$ cat config.mk
export PLATFORM = sky130hd
export DESIGN_NAME = spi_slave_regfile
export DESIGN_NICKNAME = d
export VERILOG_FILES = /design/src/rtl/spi_slave_regfile_pkg.sv /design/src/rtl/spi_slave_regfile.sv
export SDC_FILE = /design/constraint.sdc
export NUM_CORES = 1
export LEC_CHECK = 0
export ABC_AREA = 1
export BUFFER_PORTS_ARGS = -buffer_cell sky130_fd_sc_hd__buf_2
export CAP_MARGIN = 20
export CORE_ASPECT_RATIO = 1.5
export CORE_MARGIN = 2
export CORE_UTILIZATION = 45
export DETAILED_ROUTE_END_ITERATION = 8
export GPL_TIMING_DRIVEN = 1
export PLACE_DENSITY_LB_ADDON = 0.12
export SLEW_MARGIN = 20
export SYNTH_ARGS = -nofsm -noshare
export SYNTH_HDL_FRONTEND = slang
export SYNTH_SLANG_ARGS = --single-unit
$ cat constraint.sdc
create_clock -name clk -period 3.2 [get_ports clk]
set_input_delay 0.16 -clock clk [delete_from_list [all_inputs] [get_ports clk]]
set_output_delay 0.16 -clock clk [all_outputs]
set_load 0.02 [all_outputs]
$ cat src/rtl/spi_slave_regfile_pkg.sv
// Shared constants for the SPI register file: FSM encoding and command bit positions.
// Optional burst auto-increment is enabled with SPI_REGFILE_AUTOINC_EN.
package spi_slave_regfile_pkg;

  localparam logic [0:0] ST_CMD  = 1'b0;
  localparam logic [0:0] ST_DATA = 1'b1;

  function automatic int wr_bit(input int dw);
    return dw - 1;
  endfunction

  function automatic int burst_bit(input int dw);
    return dw - 2;
  endfunction

endpackage

$ cat src/rtl/spi_slave_regfile.sv
// Command/data parser and register array behind an SPI word interface stage.
// Define SPI_REGFILE_AUTOINC_EN to enable burst auto-increment of the address.
module spi_slave_regfile
  import spi_slave_regfile_pkg::*;
#(
  parameter int SPI_MAX_WIDTH_LOG = 4,
  parameter int ADDR_W            = 3,
  localparam int DW               = 2 ** SPI_MAX_WIDTH_LOG,
  localparam int NREG             = 2 ** ADDR_W
) (
  input  logic                 clk,
  input  logic                 rst_n,
  input  logic                 spi_start,
  input  logic                 spi_finish,
  input  logic [DW-1:0]        spi_rx_data,
  output logic [DW-1:0]        spi_tx_data,
  input  logic                 frame_abort,
  input  logic                 loc_we,
  input  logic [ADDR_W-1:0]    loc_addr,
  input  logic [DW-1:0]        loc_wdata,
  output logic [DW*NREG-1:0]   reg_flat,
  output logic                 wr_strobe,
  output logic [ADDR_W-1:0]    wr_addr,
  output logic                 collision
);

  localparam int WB = wr_bit(DW);
  localparam int BB = burst_bit(DW);

  logic [0:0]        r_state;
  logic              r_op;
  logic              r_burst;
  logic [ADDR_W-1:0] r_addr;
  logic [DW-1:0]     r_regs [NREG];

  logic              w_cmd_fin;
  logic              w_dat_fin;
  logic              w_spi_we;
  logic              w_burst_cmd;
  logic [ADDR_W-1:0] w_cmd_addr;
  logic [ADDR_W-1:0] w_next_addr;
  logic              w_unused;

  // spi_start only marks word boundaries; tx is already stable by then
  assign w_unused    = spi_start;
  assign w_cmd_fin   = spi_finish && !frame_abort && (r_state == ST_CMD);
  assign w_dat_fin   = spi_finish && !frame_abort && (r_state == ST_DATA);
  assign w_spi_we    = w_dat_fin && r_op;
  assign w_cmd_addr  = spi_rx_data[ADDR_W-1:0];
  assign w_next_addr = r_addr + ADDR_W'(1);

`ifdef SPI_REGFILE_AUTOINC_EN
  assign w_burst_cmd = spi_rx_data[BB];
`else
  assign w_burst_cmd = 1'b0;
`endif

  always_ff @(posedge clk or negedge rst_n) begin
    if (!rst_n) begin
      r_state     <= ST_CMD;
      r_op        <= 1'b0;
      r_burst     <= 1'b0;
      r_addr      <= '0;
      spi_tx_data <= '0;
    end else if (frame_abort) begin
      r_state     <= ST_CMD;
      spi_tx_data <= '0;
    end else if (w_cmd_fin) begin
      r_state     <= ST_DATA;
      r_op        <= spi_rx_data[WB];
      r_burst     <= w_burst_cmd;
      r_addr      <= w_cmd_addr;
      spi_tx_data <= spi_rx_data[WB] ? '0 : r_regs[w_cmd_addr];
    end else if (w_dat_fin) begin
      if (r_burst) begin
        r_addr      <= w_next_addr;
        spi_tx_data <= r_op ? '0 : r_regs[w_next_addr];
      end else begin
        r_state     <= ST_CMD;
        spi_tx_data <= '0;
      end
    end
  end

  // SPI write is applied last so it wins over a local write to the same address
  always_ff @(posedge clk or negedge rst_n) begin
    if (!rst_n) begin
      for (int i = 0; i < NREG; i++) begin
        r_regs[i] <= '0;
      end
    end else begin
      if (loc_we) begin
        r_regs[loc_addr] <= loc_wdata;
      end
      if (w_spi_we) begin
        r_regs[r_addr] <= spi_rx_data;
      end
    end
  end

  always_ff @(posedge clk or negedge rst_n) begin
    if (!rst_n) begin
      wr_strobe <= 1'b0;
      wr_addr   <= '0;
      collision <= 1'b0;
    end else begin
      wr_strobe <= w_spi_we;
      collision <= w_spi_we && loc_we;
      if (w_spi_we) begin
        wr_addr <= r_addr;
      end
    end
  end

  for (genvar g = 0; g < NREG; g++) begin : g_flat
    assign reg_flat[g*DW +: DW] = r_regs[g];
  end

endmodule

==> impl_metrics.ini, run 1 <==
[status]
outcome = finished, final reports clean

[final_layout]
postLayoutCellArea_um2 = 10600
n_antenna_cell = 0
nFillCells = 1988
nets = 1529
drive_above_1_share_pct = 16.5
area.growth.synth_to_final_pct = 18.7

[clocking]
cts_buffers = 17
post_cts_buffers = 0
clkLatencyLatePin_ps = 430
cts_resized = 0
cts_tree = done
clk_pin_slew_ps = 60
root_buffer = clkbuf_16
cts.sinks = 154
clock_path_buffers = 2
htree_levels = 4

[sta]
setup_tns_ps = 0
finClkSkew_ps = 8.71
slew_violations = 0
setup_ws_ps = 1060
fmax_ghz = 0.467
max_slew_margin_pct = 34.1
hold_violations = 0
rsz0062_at_grt = no
setup_violations = 0
fin_crit_ps = 2140
period_share_pct = 67.0
worst_pin_slew_ps = 987

[pwr]
p_seq_share_pct = 37.7
total_power_mw = 7.29
power.switching_mw = 2.81
p_int_mw = 4.48
p_comb_share_pct = 32.2
ir_drop_mv = 0.364
switching_share_pct = 38.6
p_per_area_nw_per_um2 = 688
p_leak_nw = 6.05
pwr-share-clk_pct = 30.1

[route]
drt_iter0_drc = 869
firstDrtPassIters = 8
via_per_inst = 5.41
wl_per_cell_um = 19.6
drt_wl_total_um = 34500
vias = 9516
postRouteAntennaNets = 0
route.detailed.drc = 0

[floorplan]
die_y_um = 177
die-area_um2 = 21000
io_pins = 190
dieWidth_um = 119
placementRows = 63
start_util_pct = 45.5
core_area_um2 = 19600

[worst_setup_path]
cp.arrival_ps = 2460
worstSetupPathType = register to register
path_max_fanout = 24
cp.required_ps = 3520
cp-start-kind = register
end_kind = register
r2r_cells = 5

[hold_path]
hp-class = primary input to register
holdPathStages = 5

[grt]
grt_pass1_wl_um = 51700
grt_use_total_pct = 33.0
grt_overflow = 0
grt_pass1_vias = 8480
grt_antenna_before_repair = 2
grt_max_degree = 75

[synthesis]
ys_seq_area_share_pct = 43.2
synth_warnings = 0
synth-seq-cells = 154
syn-num-nets = 1399
synth.avg_cell_area_um2 = 6.57
syn_inst = 1358
netlist_area_um2 = 8930
yosys.cell_types.count = 17

[job]
max-cap-violations = 0

[placement]
place_area_um2 = 9950
numPortBuffers = 188
gp_congestion = 0.876
place_ws_ps = 1110
hpwlAfterDp_um = 22900
-- cells in the mapped netlist --
| library cell | instances | share of area [%] |
|---|---|---|
| a21oi_1 | 1 | 0.056 |
| buf_1 | 7 | 0.29 |
| buf_2 | 18 | 1.0 |
| buf_4 | 9 | 0.76 |
| clkbuf_1 | 54 | 2.3 |
| clkbuf_2 | 12 | 0.67 |
| clkinv_1 | 2 | 0.084 |
| dfrtp_1 | 154 | 43 |
| inv_1 | 124 | 5.2 |
| inv_2 | 1 | 0.042 |
| nand2_1 | 601 | 25 |
| nand3_1 | 225 | 13 |
| nand3_4 | 1 | 0.20 |
| nor2_1 | 12 | 0.50 |
| nor2_2 | 2 | 0.14 |
| nor2_4 | 2 | 0.25 |
| o21ai_0 | 133 | 7.5 |
-- layer usage --
metal	track usage, %	part of all wire (%)
met4	18.4	6.0
met2	49.3	45
met1	45.2	40
met3	6.27	9.1
met5	0	0.090
-- flip-flops by register name (all words and copies together), names as in the netlist --
signal	flops
reg_flat	128
spi_tx_data	16
r_addr	3
wr_addr	3
collision	1
r_op	1
r_state	1
wr_strobe	1
-- critical path, stage by stage, from the launching register on --
cell     delay [ps]
dfrtp_1         410
nand3_4         150
nor2_4          570
nand2_1         610
nand2_1         210
nand2_1          70
-- cells by family (layout without fill, tap and decap cells) --
logic type	after synthesis	after routing	share of synthesized area (%)
compound gates	134	134	7.51
buf+inv	227	368	10.3
flops	154	154	43.2
simple gates	843	843	39.0
-- placed cells by master, fill, tap and decap left out, types with 2 or more instances in the layout --
cell,synthesis,routed
nor2_4,2,3
inv_2,1,2
buf_4,9,19
dlygate4sd3_1,0,2
clkinv_2,0,2
nor2_2,2,5
nand2_1,601,601
o21ai_0,133,133
nand3_1,225,225
clkbuf_8,0,4
clkinv_1,2,2
clkbuf_16,0,17
buf_12,0,2
bufinv_16,0,4
nor2_1,12,8
buf_2,18,187
dfrtp_1,154,154
inv_1,124,123
clkbuf_1,54,2
-- timing repair --
item / 4_1_cts / 5_1_grt
setup endpoints to repair: 0 / 0
hold buffers: 2 / 0
hold endpoints to repair: 43 / 0
-- through the flow --
step / utilization [%] / instances / hold WS [ps]
2_1_floorplan: - / 1358 / -136
3_3_place_gp: 50.7 / 1727 / 126
3_5_place_dp: 50.7 / 1727 / 119
4_1_cts: 54.0 / 1759 / 41.3
5_1_grt: 54.0 / 1759 / 77.7
6_report: 54.0 / 1759 / 45.9
-- path summary, 6_finish.rpt --
kind | start | end | slack, ps
max in group asynchronous | rst_n | reg_flat[120] | 2050
worst max-delay path | r_state | reg_flat[110] | 1060
worst min-delay path | loc_wdata[12] | reg_flat[124] | 50
min in group asynchronous | rst_n | reg_flat[83] | 230
worst min register to register | spi_tx_data[8] | spi_tx_data[8] | 470
worst max register to register | r_state | reg_flat[110] | 1060
-- power groups by stage --
stage	sequential, mW	combinational [mW]	clock (mW)
2_1_floorplan	3.17	1.01	0
3_3_place_gp	2.77	2.29	0
6_report	2.75	2.35	2.20
5_1_grt	2.79	2.60	2.30
4_1_cts	2.74	2.34	2.21
3_5_place_dp	2.77	2.32	0
-- cell type report --
type | count | area, um^2 | share of cell area [%]
Tap cell | 260 | 325 | 3.07
Multi-Input combinational cell | 977 | 4170 | 39.3
Timing Repair Buffer | 211 | 1150 | 10.8
Clock inverter | 7 | 139 | 1.31
Sequential cell | 154 | 3850 | 36.4
Clock buffer | 23 | 488 | 4.60
Inverter | 127 | 477 | 4.50
Power figures use the tool's default switching activity.
==> run 2: changes to the inputs <==
- clock period: 3.2 -> 1.95 ns (I/O delays scaled with it)
==> impl_metrics.ini, run 2 (synthesis gave the netlist of run 1 again) <==
[grt]
grt_pass1_wl_um = 51700
grt_max_degree = 50
grt_overflow = 0
grt_pass1_vias = 8521
grt_use_total_pct = 33.1
grt_antenna_before_repair = 0

[hold_path]
hp-class = primary input to register

[sta]
setup_tns_ps = 0
slew_violations = 0
rsz0062_at_grt = no
setup_violations = 0
finClkSkew_ps = 11.5
worst_pin_slew_ps = 659
fmax_ghz = 0.588
hold_violations = 0
max_slew_margin_pct = 56.0
fin_crit_ps = 1700
period_share_pct = 87.2

[clocking]
cts.sinks = 154
cts_tree = done
clk_pin_slew_ps = 60
cts_resized = 0
post_cts_buffers = 0
holdBufCountCts = 15
cts_buffers = 17
root_buffer = clkbuf_16
clock_path_buffers = 2
clkLatencyLatePin_ps = 430
htree_levels = 4

[pwr]
pwr-share-clk_pct = 27.2
p_leak_nw = 6.23
ir_drop_mv = 0.506
power.switching_mw = 4.60
switching_share_pct = 39.7
p_per_area_nw_per_um2 = 1060
p_int_mw = 6.98
total_power_mw = 11.6
p_comb_share_pct = 33.8
p_seq_share_pct = 39.1

[final_layout]
area.growth.synth_to_final_pct = 22.3
final_common_cell = nand2_1
drive_above_1_share_pct = 18.1
layout_common_cells = 601 x nand2_1, 225 x nand3_1, 187 x buf_2
nets = 1575
n_antenna_cell = 0
largest_register_ff_count = 128
nFillCells = 2005
postLayoutCellArea_um2 = 10900

[worst_setup_path]
cp.arrival_ps = 2010
cp.required_ps = 2260
worstSetupPathType = register to register
end_kind = register
cp-start-kind = register
path_max_fanout = 16

[floorplan]
start_util_pct = 45.5
die-area_um2 = 21000
core_area_um2 = 19600
io_pins = 190
placementRows = 63
dieWidth_um = 119
die_y_um = 177

[route]
drt_wl_total_um = 34600
route.detailed.drc = 0
wl_per_cell_um = 19.2
postRouteAntennaNets = 0
via_per_inst = 5.37
firstDrtPassIters = 6
vias = 9691
drt_iter0_drc = 1011

[placement]
numPortBuffers = 188
hpwlAfterDp_um = 23600
gp_congestion = 0.888
place_area_um2 = 10200

[status]
outcome = finished, final reports clean

[job]
max-cap-violations = 0
-- run 2: cell count changes in the layout (fill, tap and decap cells not counted), sizes merged --
cell | before | now
buf | 209 | 242
dlygate4sd3 | 2 | 15
bufinv | 4 | 1
clkinv | 5 | 7
clkbuf | 23 | 22
clkinvlp | 0 | 1
-- run 2: final timing paths --
| check | startpoint | end | slack, ps | cells past startpoint |
|---|---|---|---|---|
| hold reg to reg | spi_tx_data[15] | spi_tx_data[15] | 470 | 2 |
| max in group asynchronous | rst_n | reg_flat[35] | 1100 | 3 |
| setup / recovery | r_state | reg_flat[91] | 250 | 5 |
| min in group asynchronous | rst_n | reg_flat[82] | 180 | 2 |
| hold / removal | loc_wdata[3] | reg_flat[115] | 10 | 5 |
| setup reg to reg | r_state | reg_flat[91] | 250 | 5 |
-- run 2: worst max-delay path, stage by stage, from the launching register on --
cell and delay, ps:
dfrtp_1 410, nand3_4 160, nor2_4 280, nand2_1 480, nand2_1 190, nand2_1 70
-- run 2: layout make-up --
class                      instances  area, um^2  share of cell area, %
multi-input combinational        977        4170                   38.2
sequential                       154        3850                   35.3
timing repair buffer             257        1550                   14.2
inverter                         127         477                   4.37
clock buffer                      22         474                   4.34
tap                              260         325                   2.98
clock inverter                     7        70.1                  0.642
-- run 2: layer usage --
layer / track usage (%) / wire length [um] / up-vias
li1: - / - / 4593
met1: 45.4 / 13500 / 4470
met2: 50.7 / 16000 / 557
met3: 5.72 / 3460 / 71
met4: 16.0 / 1590 / 0
met5: 0 / 0 / -
-- run 2: stage by stage --
step | hold slack, ps | worst slack (ps) | util [%] | cells
2_1_floorplan | -198 | 640 | - | 1358
6_report | 14.6 | 249 | 55.6 | 1804
3_3_place_gp | 81.7 | 329 | 52.1 | 1760
5_1_grt | 39.9 | 145 | 55.6 | 1804
3_5_place_dp | 84.9 | 293 | 52.1 | 1760
4_1_cts | 1.07 | 286 | 55.6 | 1804
-- run 2: power by group through the flow --
stage	Sequential [mW]	Clock [mW]	Combinational (mW)
6_report	4.53	3.15	3.91
2_1_floorplan	5.20	0	1.66
4_1_cts	4.51	3.18	3.90
5_1_grt	4.59	3.33	4.34
3_3_place_gp	4.55	0	3.80
3_5_place_dp	4.56	0	3.86
==> run 3: changes to the inputs <==
- CORE_ASPECT_RATIO: 1.5 -> 1.75
- SKIP_LAST_GASP: default -> 1
- clock period: 1.95 -> 1.8 ns (I/O delays scaled with it)
==> impl_metrics.ini, run 3 (synthesis gave the netlist of run 1 again) <==
[status]
outcome = finished, final reports clean

[pwr]
ir_drop_mv = 0.606
p_per_area_nw_per_um2 = 1170
p_leak_nw = 6.27

[clocking]
htree_levels = 4
post_cts_buffers = 0
root_buffer = clkbuf_16
clk_pin_slew_ps = 60
holdBufCountCts = 23
cts_buffers = 17
clock_path_buffers = 2
cts_resized = 0
cts_tree = done
clkLatencyLatePin_ps = 430
cts.sinks = 154

[final_layout]
final_common_cell = nand2_1
nets = 1574
finish.utilization_pct = 56.4
area.growth.synth_to_final_pct = 23.6
nFillCells = 1968
largest_register_ff_count = 128
n_antenna_cell = 0
drive_above_1_share_pct = 17.7
layout_common_cells = 601 x nand2_1, 225 x nand3_1, 187 x buf_2

[worst_setup_path]
path_max_fanout = 29
end_kind = register
crit_path_top_delay_cell = dfrtp_1
worstSetupPathType = register to register
slowest_delay_ps = 420
crit_chain = nand3_4, nor2_4, buf_4, nand3_1, nand2_1
r2r_slack_ps = 260
cp.arrival_ps = 1900
cp.required_ps = 2160
cp-start-kind = register

[sta]
max_slew_margin_pct = 55.2
setup_tns_ps = 0
setup_ws_ps = 262
period_share_pct = 85.4
worst_pin_slew_ps = 669
hold_violations = 0
fmax_ghz = 0.650
fin_crit_ps = 1540
rsz0062_at_grt = no
slew_violations = 0
setup_violations = 0
finClkSkew_ps = 8.65

[route]
drt_wl_total_um = 30800
wl_per_cell_um = 17.2
postRouteAntennaNets = 0
drt_iter0_drc = 657
firstDrtPassIters = 5
route.detailed.drc = 0
vias = 9411
via_per_inst = 5.25

[grt]
gr-usage-met1_pct = 38.8
grt_pass1_vias = 8640
grt_antenna_before_repair = 0
top_usage_layer = met2
use_met3_pct = 5.09
grt_overflow = 0
grt_pass1_wl_um = 48400
grt_max_degree = 58
grt_use_total_pct = 29.2
grtUsageMet2_pct = 47.7

[floorplan]
core_area_um2 = 19600
placementRows = 68
dieWidth_um = 110
start_util_pct = 45.6
die_y_um = 190
die-area_um2 = 21000
io_pins = 190

[placement]
gp_congestion = 0.885
place_ws_ps = 296
hpwlAfterDp_um = 20900
numPortBuffers = 188

[hold_path]
hp-class = primary input to register

[job]
max-cap-violations = 0
==> run 3: changes by cell type in the layout (fill, tap and decap cells not counted) <==
cell / delta
dlygate4sd3_1: +8
clkbuf_8: -1
clkinvlp_4: +1
inv_6: +1
bufinv_16: +3
buf_4: -12
buf_12: +3
clkinv_4: -1
==> run 3: critical path, delay by kind of cell, from the launching register on <==
kind                   cells  cell delay [ps]
and+or+nand+nor            4              670
DFF                        1              420
buffers and inverters      1              370
==> run 3: cell type report <==
class | instances | area [um^2] | area share (%)
Clock buffer | 21 | 460 | 4.17
Tap cell | 245 | 307 | 2.78
Multi-Input combinational cell | 977 | 4170 | 37.8
Inverter | 127 | 477 | 4.32
Clock inverter | 11 | 168 | 1.52
Sequential cell | 154 | 3850 | 34.9
Timing Repair Buffer | 256 | 1600 | 14.5
==> run 3: final timing paths <==
check / startpoint / end / cells past startpoint
worst min-delay path: spi_rx_data[9] / reg_flat[9] / 3
min in group asynchronous: rst_n / spi_tx_data[3] / 2
worst max-delay path: r_state / reg_flat[26] / 5
max in group asynchronous: rst_n / reg_flat[57] / 3
worst max register to register: r_state / reg_flat[26] / 5
worst min register to register: spi_tx_data[3] / spi_tx_data[3] / 2
==> run 3: layer usage <==
| metal | wire length (um) | part of all wire, % |
|---|---|---|
| met5 | 0 | 0 |
| met4 | 877 | 2.9 |
| met3 | 2430 | 7.9 |
| met2 | 14800 | 48 |
| met1 | 12600 | 41 |
==> run 3: per-stage QoR <==
step | hold WS (ps) | power [mW] | cell area, um^2 | cells
floorplan | -206 | 7.44 | 8930 | 1358
global placement | 110 | 8.94 | 10200 | 1736
detailed placement | 117 | 9.01 | 10200 | 1736
CTS | 8.07 | 13.0 | 11000 | 1791
global route | 23.2 | 13.7 | 11000 | 1791
finish | 29.1 | 12.9 | 11000 | 1791
==> run 3: report_power, final <==
group          internal, mW  leakage, nW  switching [mW]  total (mW)
Clock                  2.40        0.303            1.52        3.92
Sequential             4.19         1.95           0.692        4.89
Combinational          1.40         4.02            2.73        4.13
Total                  7.99         6.27            4.95        12.9
